==> config.mk <==
export PLATFORM = sky130hd
export DESIGN_NAME = pc1
export DESIGN_NICKNAME = d
export VERILOG_FILES = /design/src/rtl/pc1.sv
export SDC_FILE = /design/constraint.sdc
export NUM_CORES = 1
export LEC_CHECK = 0
export ABC_CLOCK_PERIOD_IN_PS = 800
export BUFFER_PORTS_ARGS = -buffer_cell sky130_fd_sc_hd__buf_2
export CAP_MARGIN = 10
export CORE_ASPECT_RATIO = 0.75
export CORE_MARGIN = 1
export CORE_UTILIZATION = 50
export CTS_BUF_LIST = sky130_fd_sc_hd__clkbuf_16
export DETAILED_ROUTE_END_ITERATION = 8
export MAX_ROUTING_LAYER = met4
export PLACE_DENSITY = 0.74
export SLEW_MARGIN = 20
export SYNTH_ARGS = -nofsm -noshare
export SYNTH_HDL_FRONTEND = slang
export SYNTH_SLANG_ARGS = --single-unit
export TNS_END_PERCENT = 1
==> constraint.sdc <==
create_clock -name clk -period 0.8 [get_ports clk]
set_input_delay 0.08 -clock clk [delete_from_list [all_inputs] [get_ports clk]]
set_output_delay 0.08 -clock clk [all_outputs]
set_load 0.01 [all_outputs]
==> src/rtl/pc1.sv <==
// Next-PC datapath: registered p_in + INC, plus an optional sign-extended,
// word-scaled branch offset. p_out is the only state in the block.
module pc1 #(
  parameter logic [31:0] RESET_VECTOR = 32'h0000_0000,
  parameter logic [31:0] INC          = 32'd4
) (
  input  logic        clk,
  input  logic        rst_n,
  input  logic [31:0] p_in,
  input  logic [15:0] instruct,
  input  logic        control,
  output logic [31:0] p_out
);

  logic [31:0] w_seq;
  logic [31:0] w_off;
  logic [31:0] w_nxt;
  logic [31:0] r_pc;

  assign w_seq = p_in + INC;
  // Word offset to byte offset: replicate the sign down to bit 18, then scale by 4.
  assign w_off = {{14{instruct[15]}}, instruct, 2'b00};
  assign w_nxt = control ? (w_seq + w_off) : w_seq;

  always_ff @(posedge clk or negedge rst_n) begin
    if (!rst_n) begin
      r_pc <= RESET_VECTOR;
    end else begin
      r_pc <= w_nxt;
    end
  end

  assign p_out = r_pc;

endmodule

==> summary.md, run 1 <==
| Metric | Value |
|---|---|
| Outcome | aborted with a tool error |
| Failing step | 5_1_grt |
| Run Error | [ERROR GRT-0232] Routing congestion too high. Check the congestion heatmap in the GUI. |
| Total CTS buffers | 5 |
| Placed cell area | 0.00535 sq mm |
| Chip height | 74.8 um |
| XOR/XNOR Fraction of Synth Area | 13.2% |
| Largest family of logic cells by synthesized area | simple AND/OR/NAND/NOR gates |
| Simple-Gate Fraction of Synth Area | 23.7% |
| Compound-Gate Fraction of Synth Area | 21.4% |
| Final Wtd Congestion | 0.983 |
| I/O Pins | 83 |
| Synth Net Count | 515 |
| Initial core utilization | 51.7% |
| Async SR Flop Fraction | 100% |
| Syn avg cell area | 8.29 sq um |
| Yosys warnings | 0 |
| Crit. endpoint post-GRT repair | p_out[31]$_DFF_PN0_/D |
| Row cnt | 26 |
| Die width | 99.1 um |
| CTS max path bufs | 2 |
| Grt ovf | 47 |
| Seq/Total Area, Yosys | 22.7% |
| CTS H-tree lvls | 2 |
| CTS sink cnt | 32 |
| GRT Overall Usage | 74.7% |
| Distinct cell type count after synthesis | 53 |
| Port bufs | 82 |
| Main synth FF type | dfrtp_1 |
| EDFF count, synth | 0 |
| Post-synthesis mux area share | 2.80% |
| Main area contributors after synthesis | dfrtp_1 (23%), ha_1 (13%), xnor2_1 (7.9%), a21oi_1 (6.9%), nor2_1 (4.6%) |
| Largest area contributor in the netlist | dfrtp_1 |
| Mapped Area | 0.00353 sq mm |
| Synth top area share | 22.7% |
| Worst End Pin Type | register data pin |
| Adder-Cell Fraction of Synth Area | 13.7% |
| Register bit total from synthesis | 32 |
| CTS root buffer | clkbuf_16 |
| Hpwl dp | 9.93 mm |
| Cells after Synth | 426 |
| Largest net degree at the start of global routing | 33 |
## layer usage
layer	overflow	GRT usage (%)
met2	28	96.7
met5	-	-
met1	1	68.2
met3	0	50.4
met4	18	89.5
## repair_timing
item / 4_1_cts
gates resized for setup: 133
hold buffers: 3
pin swaps: 73
hold endpoints to repair: 34
endpoints found under the setup margin: 61
buffers inserted: 17
## cells in the mapped netlist, types with 4 or more instances
cell type,n
nor4_1,4
o21ai_0,14
nor2_1,43
a21o_1,13
nand2_1,30
inv_1,9
a211o_1,4
a211oi_1,8
and3_1,6
clkbuf_1,13
xor2_1,18
xnor2_1,32
ha_1,37
a21oi_1,49
dfrtp_1,32
mux2_2,7
o211ai_1,6
o31ai_1,4
nand3_1,24
nand4_1,16
nor3_1,9
## cells by family after synthesis
group                      count (synthesis)
AOI/OAI and AO/OA                        117
DFF                                       32
xor gates and xnor gates                  51
buffers and inverters                     23
and+or+nand+nor                          156
muxes                                      9
adders and majority gates                 38
## through the flow
| step | hold WS [ns] | util (%) | TNS [ns] | worst slack, ns | instances |
|---|---|---|---|---|---|
| floorplan | -0.216 | - | -42.78 | -1.92 | 426 |
| global placement | 0.0500 | 78.2 | -53.57 | -2.28 | 754 |
| detailed placement | 0.0607 | 78.2 | -55.71 | -2.36 | 754 |
| CTS | 0.0960 | 92.7 | -42.77 | -1.74 | 781 |
==> run 2, diff against run 1 <==
--- a/config.mk
+++ b/config.mk
@@ -8,13 +8,10 @@
 export ABC_CLOCK_PERIOD_IN_PS = 800
 export BUFFER_PORTS_ARGS = -buffer_cell sky130_fd_sc_hd__buf_2
 export CAP_MARGIN = 10
-export CORE_ASPECT_RATIO = 0.75
 export CORE_MARGIN = 1
-export CORE_UTILIZATION = 50
-export CTS_BUF_LIST = sky130_fd_sc_hd__clkbuf_16
+export CORE_UTILIZATION = 35
 export DETAILED_ROUTE_END_ITERATION = 8
-export MAX_ROUTING_LAYER = met4
-export PLACE_DENSITY = 0.74
+export PLACE_DENSITY_LB_ADDON = 0.15
 export SLEW_MARGIN = 20
 export SYNTH_ARGS = -nofsm -noshare
 export SYNTH_HDL_FRONTEND = slang
==> run 2 against run 1 <==
Against the previous run:
- synthesized cell count stayed put
- the flow now finishes, with violations (setup timing)
- synthesized area stayed put
==> summary.md, run 2 <==
| Metric | Value |
|---|---|
| Outcome | finished with violations (was aborted with a tool error) |
| Failing checks | setup timing |
| Async SR Flop Fraction | 100% (unchanged) |
| Vias per inst | 5.21 |
| DRT Wirelength | 13.0 mm |
| EDFF count, synth | 0 (unchanged) |
| CTS sink cnt | 32 (unchanged) |
| Final non-filler cell total | 823 |
| Class of the most critical setup path | input pin to register |
| Grt ovf | 0 |
| Most frequent cells in the layout | buf_4 (181), buf_2 (66), nor2_1 (40) |
| Bufs and invs on worst path | 1 |
| Initial core utilization | 36.1% (was 51.7%) |
| Port bufs | 82 (unchanged) |
| Syn avg cell area | 8.29 sq um (unchanged) |
| Fin crit share | 324% |
| Fin crit period | 2.59 ns |
| Max incr delay on CP | 0.35 ns |
| Number of fill cells | 823 |
| Cells after Synth | 426 (unchanged) |
| Ratio of total power to cell area | 1190 mW/mm^2 |
| N_diodes | 0 |
| RSZ-0062 raised after global routing | true |
| Kind of cell adding the most delay to the critical path | compound AO/OA/AOI/OAI gates |
| Largest net degree at the start of global routing | 33 |
| Synth Net Count | 515 (unchanged) |
| WL per Instance | 15.8 um |
| Die area | 0.0105 sq mm |
| Crit-path slowest cell | a211oi_4 |
| Main synth FF type | dfrtp_1 (unchanged) |
| Crit Path Max Fanout | 5 |
| Drt first pass iters | 4 |
| CTS max path bufs | 2 (unchanged) |
| Pins over their slew limit | 0 |
| Hpwl dp | 9.71 mm (was 9.93 mm) |
| Drt drc | 0 |
| Synth top area share | 22.7% (unchanged) |
| Total CTS buffers | 5 (unchanged) |
| Die width | 102 um (was 99.1 um) |
| I/O Pins | 83 (unchanged) |
| Slew @ Worst Pin | 0.467 ns |
| TritonCTS clock tree | built |
| Seq/Total Area, Yosys | 22.7% (unchanged) |
| Leak | 2.98 nW |
| Worst hold path class | input pin to register |
| Finish-stage setup viols | 61 |
| Area growth syn-to-layout | 81.3% |
| Distinct cell type count after synthesis | 53 (unchanged) |
| Row cnt | 36 (was 26) |
| Crit-path cells | buf_4 -> and4_4 -> and3_4 -> and2_4 -> nand2_2 -> xnor2_2 -> ha_4 -> a21oi_1 -> nand2_1 -> a211oi_4 -> o22ai_4 -> a211oi_2 -> mux2i_1 -> nor3_1 |
| DRT iter0 DRCs | 153 |
| Max reg flops | 32 |
| Core Box Area | 0.00977 sq mm |
| Register bit total from synthesis | 32 (unchanged) |
| Share of cells above drive strength 1 | 57.7% |
| CTS H-tree lvls | 2 (unchanged) |
| First-pass GRT wire length | 20.4 mm |
| CP Capture Type | register |
| Achievable Freq | 0.386 GHz |
| Final Wtd Congestion | 1.00 (was 0.983) |
| CP Data Arrival Time | 2.77 ns |
| ANT nets after route | 0 |
| Placed Cells | 785 (was 754) |
| Initial antenna violation count | 0 |
| Largest area contributor in the netlist | dfrtp_1 (unchanged) |
| Total power | 7.64 mW |
| Final hold violations | 0 |
| Cell with the most instances after synthesis | a21oi_1 (unchanged) |
| Vias in the first global route | 4263 |
| Fin nets | 779 |
| MaxCap Viol Count | 0 |
| Worst Hold Slack | 0.0996 ns |
| CTS root buffer | clkbuf_8 (was clkbuf_16) |
| Setup slack after layout | -1.79 ns |
| CP Launch Type | input pin |
| Peak supply drop | 567 uV |
| GRT Overall Usage | 25.2% |
| Mapped Area | 0.00353 sq mm (unchanged) |
| WP data required | 0.97 ns |
| Routed via count | 4286 |
| Chip height | 102 um (was 74.8 um) |
| Commonest cells post-synth | a21oi_1 (49), nor2_1 (43), ha_1 (37) (unchanged) |
| Most common cell after layout, fill and taps aside | buf_4 |
| Worst-path clk slew | 0.08 ns |
| Main area contributors after synthesis | dfrtp_1 (23%), ha_1 (13%), xnor2_1 (7.9%), a21oi_1 (6.9%), nor2_1 (4.6%) (unchanged) |
| Headroom to the max-slew limit | 68.8% |
| Yosys warnings | 0 (unchanged) |
run 2: cell type report:
type | instances | area, sq um | area share [%]
multi-input combinational | 371 | 3330 | 52.0
timing repair buffer | 271 | 1980 | 30.9
sequential | 32 | 801 | 12.5
clock buffer | 7 | 96.3 | 1.50
inverter | 9 | 33.8 | 0.527
tap | 133 | 166 | 2.60
run 2: final timing paths:
check | slack [ns] | startpoint | cells past startpoint | end
max | -1.79 | p_in[6] | 14 | p_out[28]
min | 0.1 | p_in[2] | 3 | p_out[2]
max in group asynchronous | 0.34 | rst_n | 3 | p_out[24]
min in group asynchronous | 0.27 | rst_n | 3 | p_out[2]
run 2: per-layer routing:
| metal | part of all wire, % | wire [um] | global-route usage (%) | vias up |
|---|---|---|---|---|
| met2 | 50 | 6460 | 41.7 | 128 |
| met5 | 0 | 0 | 0 | - |
| met3 | 5.3 | 683 | 3.76 | 21 |
| met4 | 1.8 | 230 | 9.34 | 0 |
| li1 | - | - | - | 2096 |
| met1 | 43 | 5600 | 33.1 | 2041 |
run 2: logic make-up (layout without fill, tap and decap cells):
kind of cell	count (synthesis)	after routing	share of synthesized area, %
muxes	9	9	2.80
DFF	32	32	22.7
adders and majority gates	38	38	13.7
xor gates and xnor gates	51	51	13.2
AOI/OAI and AO/OA	117	117	21.4
and+or+nand+nor	156	156	23.7
buffers and inverters	23	287	2.66
run 2: what timing repair did:
item | 4_1_cts | 5_1_grt
pin swaps | 58 | 35
endpoints found under the hold margin | 34 | 0
endpoints found under the setup margin | 61 | 61
gates cloned | 0 | 0
resized for setup | 99 | 54
hold buffers | 3 | 0
buffers inserted | 22 | 6
run 2: power by group:
group | internal (mW) | total (mW) | switching [mW]
sequential | 1.85 | 1.91 | 0.0635
clock | 0.768 | 1.43 | 0.663
combinational | 2.23 | 4.30 | 2.07
total | 4.84 | 7.64 | 2.80
run 2: stage by stage:
| step | TNS (ns) | utilization [%] | area [sq um] | setup WS, ns |
|---|---|---|---|---|
| after floorplan | -42.78 | - | 3550 | -1.92 |
| after global placement | -51.95 | 53.9 | 5270 | -2.25 |
| after detailed placement | -53.03 | 53.9 | 5270 | -2.28 |
| after CTS | -42.24 | 62.0 | 6060 | -1.71 |
| after global routing | -46.64 | 65.5 | 6400 | -1.87 |
| final | -42.91 | 65.5 | 6400 | -1.79 |
(Power assumes the default switching activity.)
